[src/rtl/number_loader.sv]
// number_loader: debounced load/sort front-end feeding four LFSR digits (0-9).
// Define NUMBER_LOADER_DEBOUNCE_EN to build the button debouncers.
module number_loader #(
  parameter int unsigned DEBOUNCE_CYCLES = 1000000,
  parameter logic [15:0] LFSR_SEED       = 16'hACE1
) (
  input  logic       clk,
  input  logic       rst,
  input  logic       btn_load,
  input  logic       btn_sort,
  input  logic       sorting_done,
  output logic [3:0] random_num,
  output logic       load_num,
  output logic       sort_trigger,
  output logic       sort_rst,
  output logic [2:0] digits_loaded,
  output logic       busy
);

  typedef enum logic [2:0] {
    S_IDLE,
    S_CLR,
    S_GEN,
    S_LOAD,
    S_FULL,
    S_SORT,
    S_DONE
  } state_t;

  localparam logic [15:0] SEED =
    (LFSR_SEED == 16'h0000) ? 16'h0001 : LFSR_SEED;

  logic [15:0] r_lfsr;
  logic [1:0]  r_sync1;
  logic [1:0]  r_sync2;
  logic [1:0]  w_lvl;
  logic [1:0]  r_lvl_d;
  logic [1:0]  r_press;
  logic        w_press_load;
  logic        w_press_sort;
  logic        w_accept;
  state_t      r_state;
  state_t      w_next;
  logic [3:0]  r_num;
  logic [2:0]  r_cnt;

  // free-running Galois LFSR, right shift
  always_ff @(posedge clk or negedge rst) begin
    if (!rst) begin
      r_lfsr <= SEED;
    end else begin
      r_lfsr <= {1'b0, r_lfsr[15:1]}
              ^ (r_lfsr[0] ? 16'hB400 : 16'h0000);
    end
  end

  always_ff @(posedge clk or negedge rst) begin
    if (!rst) begin
      r_sync1 <= '0;
      r_sync2 <= '0;
    end else begin
      r_sync1 <= {btn_sort, btn_load};
      r_sync2 <= r_sync1;
    end
  end

`ifdef NUMBER_LOADER_DEBOUNCE_EN
  localparam int CW =
    (DEBOUNCE_CYCLES > 1) ? $clog2(DEBOUNCE_CYCLES) : 1;
  localparam logic [CW-1:0] LAST = CW'(DEBOUNCE_CYCLES - 1);

  logic [CW-1:0] r_db_cnt [2];
  logic [1:0]    r_db_lvl;

  // level changes only after DEBOUNCE_CYCLES differing samples in a row
  always_ff @(posedge clk or negedge rst) begin
    if (!rst) begin
      r_db_cnt[0] <= '0;
      r_db_cnt[1] <= '0;
      r_db_lvl    <= '0;
    end else begin
      for (int i = 0; i < 2; i++) begin
        if (r_sync2[i] == r_db_lvl[i]) begin
          r_db_cnt[i] <= '0;
        end else if (r_db_cnt[i] == LAST) begin
          r_db_lvl[i] <= r_sync2[i];
          r_db_cnt[i] <= '0;
        end else begin
          r_db_cnt[i] <= r_db_cnt[i] + 1'b1;
        end
      end
    end
  end

  assign w_lvl = r_db_lvl;
`else
  assign w_lvl = r_sync2;
`endif

  always_ff @(posedge clk or negedge rst) begin
    if (!rst) begin
      r_lvl_d <= '0;
      r_press <= '0;
    end else begin
      r_lvl_d <= w_lvl;
      r_press <= w_lvl & ~r_lvl_d;
    end
  end

  assign w_press_load = r_press[0];
  assign w_press_sort = r_press[1];
  assign w_accept     = (r_lfsr[3:0] < 4'd10);

  always_ff @(posedge clk or negedge rst) begin
    if (!rst) begin
      r_state <= S_IDLE;
    end else begin
      r_state <= w_next;
    end
  end

  always_comb begin
    w_next = r_state;
    unique case (r_state)
      S_IDLE: if (w_press_load) w_next = S_CLR;
      S_CLR:  w_next = S_GEN;
      S_GEN:  if (w_accept) w_next = S_LOAD;
      S_LOAD: w_next = (r_cnt == 3'd3) ? S_FULL : S_GEN;
      S_FULL: begin
        if (w_press_load)      w_next = S_CLR;
        else if (w_press_sort) w_next = S_SORT;
      end
      S_SORT: if (sorting_done) w_next = S_DONE;
      S_DONE: if (w_press_load) w_next = S_CLR;
      default: w_next = S_IDLE;
    endcase
  end

  always_ff @(posedge clk or negedge rst) begin
    if (!rst) begin
      r_num <= '0;
      r_cnt <= '0;
    end else begin
      if (r_state == S_GEN && w_accept) r_num <= r_lfsr[3:0];
      if (r_state == S_CLR)       r_cnt <= '0;
      else if (r_state == S_LOAD) r_cnt <= r_cnt + 3'd1;
    end
  end

  always_comb begin
    load_num     = 1'b0;
    sort_rst     = 1'b0;
    sort_trigger = 1'b0;
    busy         = 1'b0;
    unique case (1'b1)
      (r_state == S_CLR):  begin sort_rst     = 1'b1; busy = 1'b1; end
      (r_state == S_GEN):  begin busy         = 1'b1;              end
      (r_state == S_LOAD): begin load_num     = 1'b1; busy = 1'b1; end
      (r_state == S_SORT): begin sort_trigger = 1'b1; busy = 1'b1; end
      default: ;
    endcase
  end

  assign random_num    = r_num;
  assign digits_loaded = r_cnt;

endmodule

[config.mk]
export PLATFORM = sky130hd
export DESIGN_NAME = number_loader
export DESIGN_NICKNAME = d
export VERILOG_FILES = /design/src/rtl/number_loader.sv
export SDC_FILE = /design/constraint.sdc
export NUM_CORES = 1
export LEC_CHECK = 0
export CAP_MARGIN = 10
export CORE_MARGIN = 5
export CORE_UTILIZATION = 59
export DETAILED_ROUTE_END_ITERATION = 10
export DONT_BUFFER_PORTS = 1
export PLACE_DENSITY = 0.75
export SLEW_MARGIN = 10
export SYNTH_ARGS = -nofsm -noshare
export SYNTH_HDL_FRONTEND = slang
export SYNTH_SLANG_ARGS = --single-unit
[constraint.sdc]
create_clock -name clk -period 2.15 [get_ports clk]
set_input_delay 0.43 -clock clk [delete_from_list [all_inputs] [get_ports clk]]
set_output_delay 0.43 -clock clk [all_outputs]
set_load 0.01 [all_outputs]
* Yosys cells after proc, flatten, opt, wreduce, memory -nomap -nowiden
Cells that the tools add are included.
** Storage, ports and cells
- Logic and storage cells :: 44
- Output and inout port bits :: 11
- Register bits :: 34
- Bits of input ports :: 5
** Cells by class
- Bitwise gates (word level) :: 3
- Equality and inequality tests :: 11
- Reduce and logical (&&, ||, !) cells :: 6
- Add/sub/neg operators :: 1
- $lt $le $gt $ge :: 1
- Mux-type cells :: 14
** Operator list (count)
- $mux W3 :: 8
- $pmux W3 S6 :: 1
- $mux W16 :: 1
- $xor A15 B16 Y16 :: 1
- $eq A3 B2 Y1 const B :: 3
- $eq A3 B3 Y1 const B :: 3
- $lt A4 B4 Y1 const B :: 1
- $mux W1 :: 4
- $ne A2 B2 Y1 const B :: 2
- $reduce_and A4 Y1 :: 1
- $reduce_or A4 Y1 :: 1
- $add A3 B1 Y3 const B :: 1
- $eq A3 B1 Y1 const B :: 1
- $logic_not A3 Y1 :: 1
- $ne A3 B3 Y1 const B :: 1
- $and A2 B2 Y2 :: 1
- $ne A2 B1 Y1 const B :: 1
- $not A2 Y2 :: 1
- $reduce_bool A2 Y1 :: 1
- $reduce_or A2 Y1 :: 1
- $logic_and A1 B1 Y1 :: 1

* Longest topological paths before layout
Gate-level depths: netlist of the first run.
- Depth in word-level cells :: 4
- Depth in mapped cells :: 6

* Worst setup path after synthesis of the first run
OpenSTA, ideal clock, no wires.
- Path type :: reg2reg
- From :: register r_state[1]
- To :: register r_state[1]
- Arrival :: 1405 ps
- Period minus slack after synthesis :: 1530 ps
- Path buffers :: 0
- Stages on the path, launching flop included :: 5
- Slack :: 620 ps
- Cells stage by stage :: dfrtp_1 > and2b_1 > a2111o_1 > o211ai_2 > mux2_4
** Between the ends
- Longest elaborated chain between the ends :: 4
** Ends and longest elaborated chain
- start: declaration :: RTL line 42 : state_t r_state;
- start signal: assignment :: RTL line 118 : r_state <= w_next;
- $eq A3 B3 Y1 or $logic_not A3 Y1 (tied branches) :: RTL line 124 : unique case (r_state)
- $reduce_or A2 Y1 (no source line)
- $ne A2 B1 Y1 (no source line)
- $reduce_and A4 Y1 (no source line)
Parallel ways exist; a longest one is shown, timed or not.
A chain may end at the register's enable or synchronous reset.

* Final worst setup path of the first run
- From :: register r_state[2]
- To :: output load_num
** Between the ends
- Longest elaborated chain between the ends :: 2
** Ends and longest elaborated chain
- $eq A3 B2 Y1 :: RTL line 158 : (r_state == S_LOAD): begin load_num = 1'b1; busy = 1'b1; end
- $mux W1 :: RTL line 155 : unique case (1'b1)
- end: declaration :: RTL line 13 : output logic load_num,
No other way between the ends.

==> flow_summary_export.csv, run 1 <==
group,metric,value,unit
run_status,status,"complete, no violations",
synthesis,synth-seq-cells,34,
finish,diodes,0,
hold_path,hold_end,"r_sync1[0]$_DFF_PN0_",
global_route,grt_antenna_before_repair,0,
cts,cts_tree,"done",
placed_design,dp_hpwl,1092,um
synthesis,synth.most_common_cell,"dfrtp_1",
job,cap_violations,0,
worst_setup_path,r2r-start,"r_state[1]$_DFFE_PN0P_",
sta,finalSetupViolCount,0,
cts,numCtsBuffers,5,
worst_setup_path,required,1.72,ns
finish,layout-drive-gt1-share,26.97,%
cts,cts-root-buf,"clkbuf_4",
sta,tightest_slew,0.4121,ns
worst_setup_path,worstSetupEndpointType,"output pin",
cts,insertion_delay,0.32,ns
synthesis,synth_area_leaders,"dfrtp_1, dfstp_2, mux2_2, mux2_4, nand2_1",
global_route,grt-busiest-layer,"met1",
power,share_comb_of_total_power,22.9,%
floorplanning,num_io_pins,16,
worst_setup_path,r2r-end,"r_state[2]$_DFFE_PN0P_",
sta,max_freq,579.4,MHz
sta,final-max-slew-violation-count,0,
power,powerDensity,1146,mW/mm2
sta,rsz0062_at_grt,"false",
drt,first_pass_iters,3,
hold_path,hold_start,"btn_load",
synthesis,synth_edf_count,0,
hold_path,hold_depth,0,
drt,wl_per_cell,13.99,um
floorplanning,die_w,54.67,um
global_route,met1_usage,18.74,%
cts,cts_resized,0,
placed_design,dp_slack,0.5300,ns
cts,postCtsSetupRepairBufs,0,
synthesis,synth_seq_area_share,73.11,%
sta,hold_violations,0,
global_route,grt_pass1_wl,2628,um
synthesis,synthTopCellsByCount,"dfrtp_1, dfstp_2, nand2_1",
floorplanning,core,0.001922,mm2
cts,clk_path_buf_depth,2,
sta,fin_crit_sh,80.27,%
synthesis,netlist.area_leader.share,55.26,%
drt,drt_wl_total,1623,um
synthesis,ys.warnings.count,0,
floorplanning,row_count,16,
floorplanning,initial_core_util,61.26,%
cts,ctsHoldBuffers,2,
synthesis,avgSynthCellArea,14.72,um2
finish,syn_to_final_growth,10.20,%
power,power_switching,0.4740,mW
global_route,grtUsageTotal,13.55,%
synthesis,netlist_area,0.001177,mm2
synthesis,syn-instance-count,80,
global_route,grt_overflow,0,
placed_design,io_buffers,0,
sta,fin_skew,0.009884,ns
sta,setup_tns,0,ns
finish,nets,95,
global_route,grtUsageMet3,8.447,%
drt,first_iter_violations,1,
floorplanning,die_y,54.67,um
worst_setup_path,path_class,"flip-flop to output pin",
synthesis,synthArstFlopShare,100.0,%
power,irDropWorstVdd,0.0007465,V
synthesis,synth_top_area_cell,"dfrtp_1",
hold_path,min_path_type,"input pin to flip-flop",
sta,fin_crit,1.726,ns
drt,post_drt_via_cell_ratio,5.009,
drt,vias,581,
floorplanning,dieArea,0.002989,mm2
worst_setup_path,reg2reg_depth,4,
cts,htreeDepth,2,
power,swShare,31.89,%
worst_setup_path,worst_setup_path_start_kind,"flip-flop",
worst_setup_path,cp.arrival,1.30,ns
power,clkPwrFrac,23.8,%
synthesis,synth_cell_type_count,23,
synthesis,syn-num-nets,87,
sta,fin_ws,0.4241,ns
synthesis,synth_flop_cell,"dfrtp_1",
drt,drc,0,
global_route,use_met2,16.93,%
sta,relSlewSlack,72.24,%
power,power_frac_seq,53.3,%
cts,clkTransAtPathRegs,0.09,ns
worst_setup_path,critPathMaxFanout,7,
worst_setup_path,r2r_slack,0.51,ns
drt,final_antenna_net_count,0,
cts,cts.sinks,34,
power,p_leak,0.6294,nW
global_route,grt_max_degree,35,
power,internal_power,1.012,mW
placed_design,gp_congestion,0.7318,
global_route,grt_pass1_vias,555,
==> flip-flops by register name, indices dropped and copies added (netlist names) <==
signal,count
digits_loaded,3
r_press,2
r_lfsr,16
random_num,4
r_sync1,2
r_lvl_d,2
r_sync2,2
r_state,3
==> cells in the final DEF (no fill, tap or decap), types with 2 or more instances in the layout <==
master / count
nor2b_1: 2
dfstp_2: 8
clkbuf_4: 5
ha_1: 2
nand2b_1: 2
mux2_2: 4
nand2_1: 8
dfrtp_1: 26
o21ai_0: 4
a21oi_1: 2
xor2_1: 3
mux2_4: 2
inv_1: 3
nor2_1: 4
==> metrics by stage <==
| stage | hold WS (ns) | cells | total power, mW | instance area [um2] | utilization (%) |
|---|---|---|---|---|---|
| after floorplan | 0.1344 | 80 | 1.066 | 1177 | - |
| after global placement | 0.1352 | 106 | 1.123 | 1207 | 62.83 |
| after detailed placement | 0.1352 | 106 | 1.136 | 1207 | 62.83 |
| after CTS | 0.1047 | 116 | 1.516 | 1297 | 67.51 |
| after global routing | 0.08730 | 116 | 1.599 | 1297 | 67.51 |
| final | 0.1338 | 116 | 1.486 | 1297 | 67.51 |
==> cell type report <==
class | instances | area, um2
Sequential cell | 34 | 860.8
Fill cell | 144 | 624.3
Multi-Input combinational cell | 42 | 301.5
Clock buffer | 7 | 55.05
Tap cell | 27 | 33.78
Timing Repair Buffer | 2 | 30.03
Inverter | 3 | 11.26
Clock inverter | 1 | 5.005
==> layer usage <==
metal / part of all wire, % / vias to the layer above
li1: - / 280
met1: 47 / 284
met2: 44 / 15
met3: 7.5 / 2
met4: 1.0 / 0
met5: 0 / -
==> power by group through the flow <==
stage	registers (mW)	clock network, mW	logic, mW
global route	0.808	0.402	0.389
floorplan	0.774	0	0.293
CTS	0.794	0.373	0.348
detailed placement	0.807	0	0.329
finish	0.793	0.353	0.340
global placement	0.801	0	0.322
==> logic make-up after synthesis <==
group	after synthesis	share of synthesized area [%]
mux	6	6.376
xor+xnor	3	2.232
compound gates	10	5.951
flops	34	73.11
simple gates	21	8.927
buf+inv	4	1.275
fa+ha+maj	2	2.125
==> worst max path at each step <==
stage	endpoint	startpoint	cells after the start
after floorplan	r_state[1]$_DFFE_PN0P_	r_state[1]$_DFFE_PN0P_	4
after CTS	load_num	r_state[0]$_DFFE_PN0P_	2
after detailed placement	r_state[2]$_DFFE_PN0P_	r_state[1]$_DFFE_PN0P_	4
after global routing	load_num	r_state[0]$_DFFE_PN0P_	2
final	load_num	r_state[2]$_DFFE_PN0P_	2
after global placement	r_state[1]$_DFFE_PN0P_	r_state[1]$_DFFE_PN0P_	4
==> worst max-delay path: stages (launching register included) <==
cell      delay, ns
dfrtp_1        0.43
nand2b_1       0.25
nor2_1         0.30
Power figures use the tool's default switching activity.
==> run 2, diff against run 1 <==
- clock period: 2.15 -> 1.6 ns (I/O delays scaled with it)
==> run 2 against run 1 <==
Compared with the run above: register-to-register slack got worse by 0.48 ns; clock power grew 18%; via count increased by 9.8%; first-iteration DRC count is 100% lower; worst setup slack got worse by 0.40 ns; count of clock-buffer cells in the layout is 1 higher; critical path type unchanged; largest cell class unchanged.
==> flow_summary_export.csv, run 2 (synthesized netlist as in run 1, its figures left out) <==
group,metric,value,unit
sta,fin_ws,0.02475,ns
worst_setup_path,cp.arrival,1.26,ns
finish,layout-drive-gt1-share,35.05,%
power,power_switching,0.6871,mW
finish,registers.top_by_ff_count,"r_lfsr",
worst_setup_path,cp_cell_sequence,"buf_6 -> nand2b_4 -> buf_6 -> nor2_4",
power,p_leak,0.6600,nW
floorplanning,dieArea,0.002989,mm2
drt,vias,638,
drt,drc,0,
cts,numCtsBuffers,5,
placed_design,place_inst,110,
sta,final-max-slew-violation-count,0,
global_route,grt_max_degree,35,
worst_setup_path,path_class,"flip-flop to output pin",
placed_design,io_buffers,0,
floorplanning,initial_core_util,61.26,%
worst_setup_path,critPathSlowestCell,"dfrtp_1",
placed_design,dp_hpwl,1160,um
drt,final_antenna_net_count,0,
sta,fin_skew,0.006535,ns
sta,max_freq,634.8,MHz
worst_setup_path,path_common_cell,"buf_6",
worst_setup_path,required,1.28,ns
sta,fin_crit,1.575,ns
power,powerDensity,1545,mW/mm2
power,power_frac_seq,50.1,%
floorplanning,num_io_pins,16,
cts,cts_tree,"done",
finish,mostFrequentLayoutCells,"dfrtp_1, nand2_1, dfstp_2, clkbuf_4",
global_route,grt_overflow,0,
worst_setup_path,critPathMaxFanout,4,
worst_setup_path,worst_setup_path_start_kind,"flip-flop",
floorplanning,row_count,16,
sta,whs,0.2513,ns
sta,hold_violations,0,
finish,diodes,0,
global_route,grtUsageTotal,15.07,%
finish,post-route-cell-area,0.001381,mm2
sta,tightest_slew,0.3240,ns
sta,finalSetupViolCount,0,
drt,wl_per_cell,14.48,um
run_status,status,"complete, no violations",
finish,syn_to_final_growth,17.32,%
finish,final_common_cell,"dfrtp_1",
global_route,grt_pass1_wl,2870,um
global_route,grt_antenna_before_repair,0,
finish,nets,103,
floorplanning,die_w,54.67,um
placed_design,dp_slack,0.07352,ns
drt,drt_wl_total,1795,um
power,swShare,32.20,%
finish,stdcell_count,124,
worst_setup_path,cp_slowest_stage_delay,0.41,ns
global_route,grt_pass1_vias,638,
power,irDropWorstVdd,0.0009220,V
floorplanning,core,0.001922,mm2
cts,insertion_delay,0.32,ns
finish,largest_register_ffs,16,
power,internal_power,1.447,mW
cts,cts.sinks,34,
cts,clk_path_buf_depth,2,
placed_design,gp_congestion,0.7508,
floorplanning,die_y,54.67,um
drt,post_drt_via_cell_ratio,5.145,
sta,setup_tns,0,ns
sta,relSlewSlack,78.40,%
power,share_comb_of_total_power,30.5,%
power,clkPwrFrac,19.5,%
worst_setup_path,worstSetupEndpointType,"output pin",
sta,rsz0062_at_grt,"true",
job,cap_violations,0,
cts,clkTransAtPathRegs,0.09,ns
placed_design,placed_area,0.001237,mm2
drt,first_pass_iters,1,
cts,cts-root-buf,"clkbuf_4",
worst_setup_path,crit_family,"flip-flops",
worst_setup_path,path_buf_inv,2,
hold_path,min_path_type,"input pin to flip-flop",
drt,first_iter_violations,0,
cts,htreeDepth,2,
sta,fin_crit_sh,98.45,%
## run 2: cell count changes in the layout (fill, tap and decap cells not counted), moves of 2 or more
cell	change
buf_4	+4
buf_6	+2
clkbuf_1	+2
dlygate4sd3_1	+2
nor2_1	-2
## run 2: per-stage QoR
step / power (mW) / utilization, %
floorplan: 1.433 / -
global placement: 1.558 / 64.39
detailed placement: 1.581 / 64.39
CTS: 2.104 / 69.79
global route: 2.279 / 71.88
finish: 2.134 / 71.88
## run 2: power by group through the flow
stage,Sequential [mW],Clock (mW),Combinational (mW)
6_report,1.07,0.415,0.650
5_1_grt,1.08,0.491,0.708
4_1_cts,1.06,0.441,0.599
3_5_place_dp,1.07,0,0.513
3_3_place_gp,1.06,0,0.494
2_1_floorplan,1.04,0,0.393
## run 2: worst paths after layout
path / startpoint / endpoint / slack [ns] / cells past startpoint
worst max-delay path: r_state[2]$_DFFE_PN0P_ / sort_rst / 0.02 / 4
worst min-delay path: sorting_done / r_state[0]$_DFFE_PN0P_ / 0.25 / 2
worst max register to register: r_state[1]$_DFFE_PN0P_ / r_state[1]$_DFFE_PN0P_ / 0.03 / 4
worst min register to register: r_lfsr[12]$_DFF_PN0_ / r_lfsr[11]$_DFF_PN1_ / 0.36 / 0
max in group asynchronous: rst / r_lfsr[0]$_DFF_PN1_ / 0.90 / 2
min in group asynchronous: rst / digits_loaded[2]$_DFFE_PN0P_ / 0.45 / 2
## run 2: area by class of cell
cell class,instances,area (um2)
Sequential cell,34,862.1
Tap cell,27,33.78
Timing Repair Buffer,10,102.6
Multi-Input combinational cell,42,322.8
Fill cell,138,540.5
Clock buffer,8,48.80
Inverter,3,11.26
## run 2: what timing repair did
action                                 4_1_cts  5_1_grt
endpoints found under the hold margin       34        2
setup buffers                                0        2
gates resized for setup                      8        2
setup endpoints to repair                    3        5
cloned                                       0        0
pin swaps                                    0        2
hold buffers                                 2        2
## run 2: routing by layer
layer	routed length, um	vias to the layer above	global-route usage (%)
li1	-	298	-
met1	757	316	18.02
met2	867	18	20.67
met3	118	6	8.174
met4	51	0	9.959
met5	0	-	0
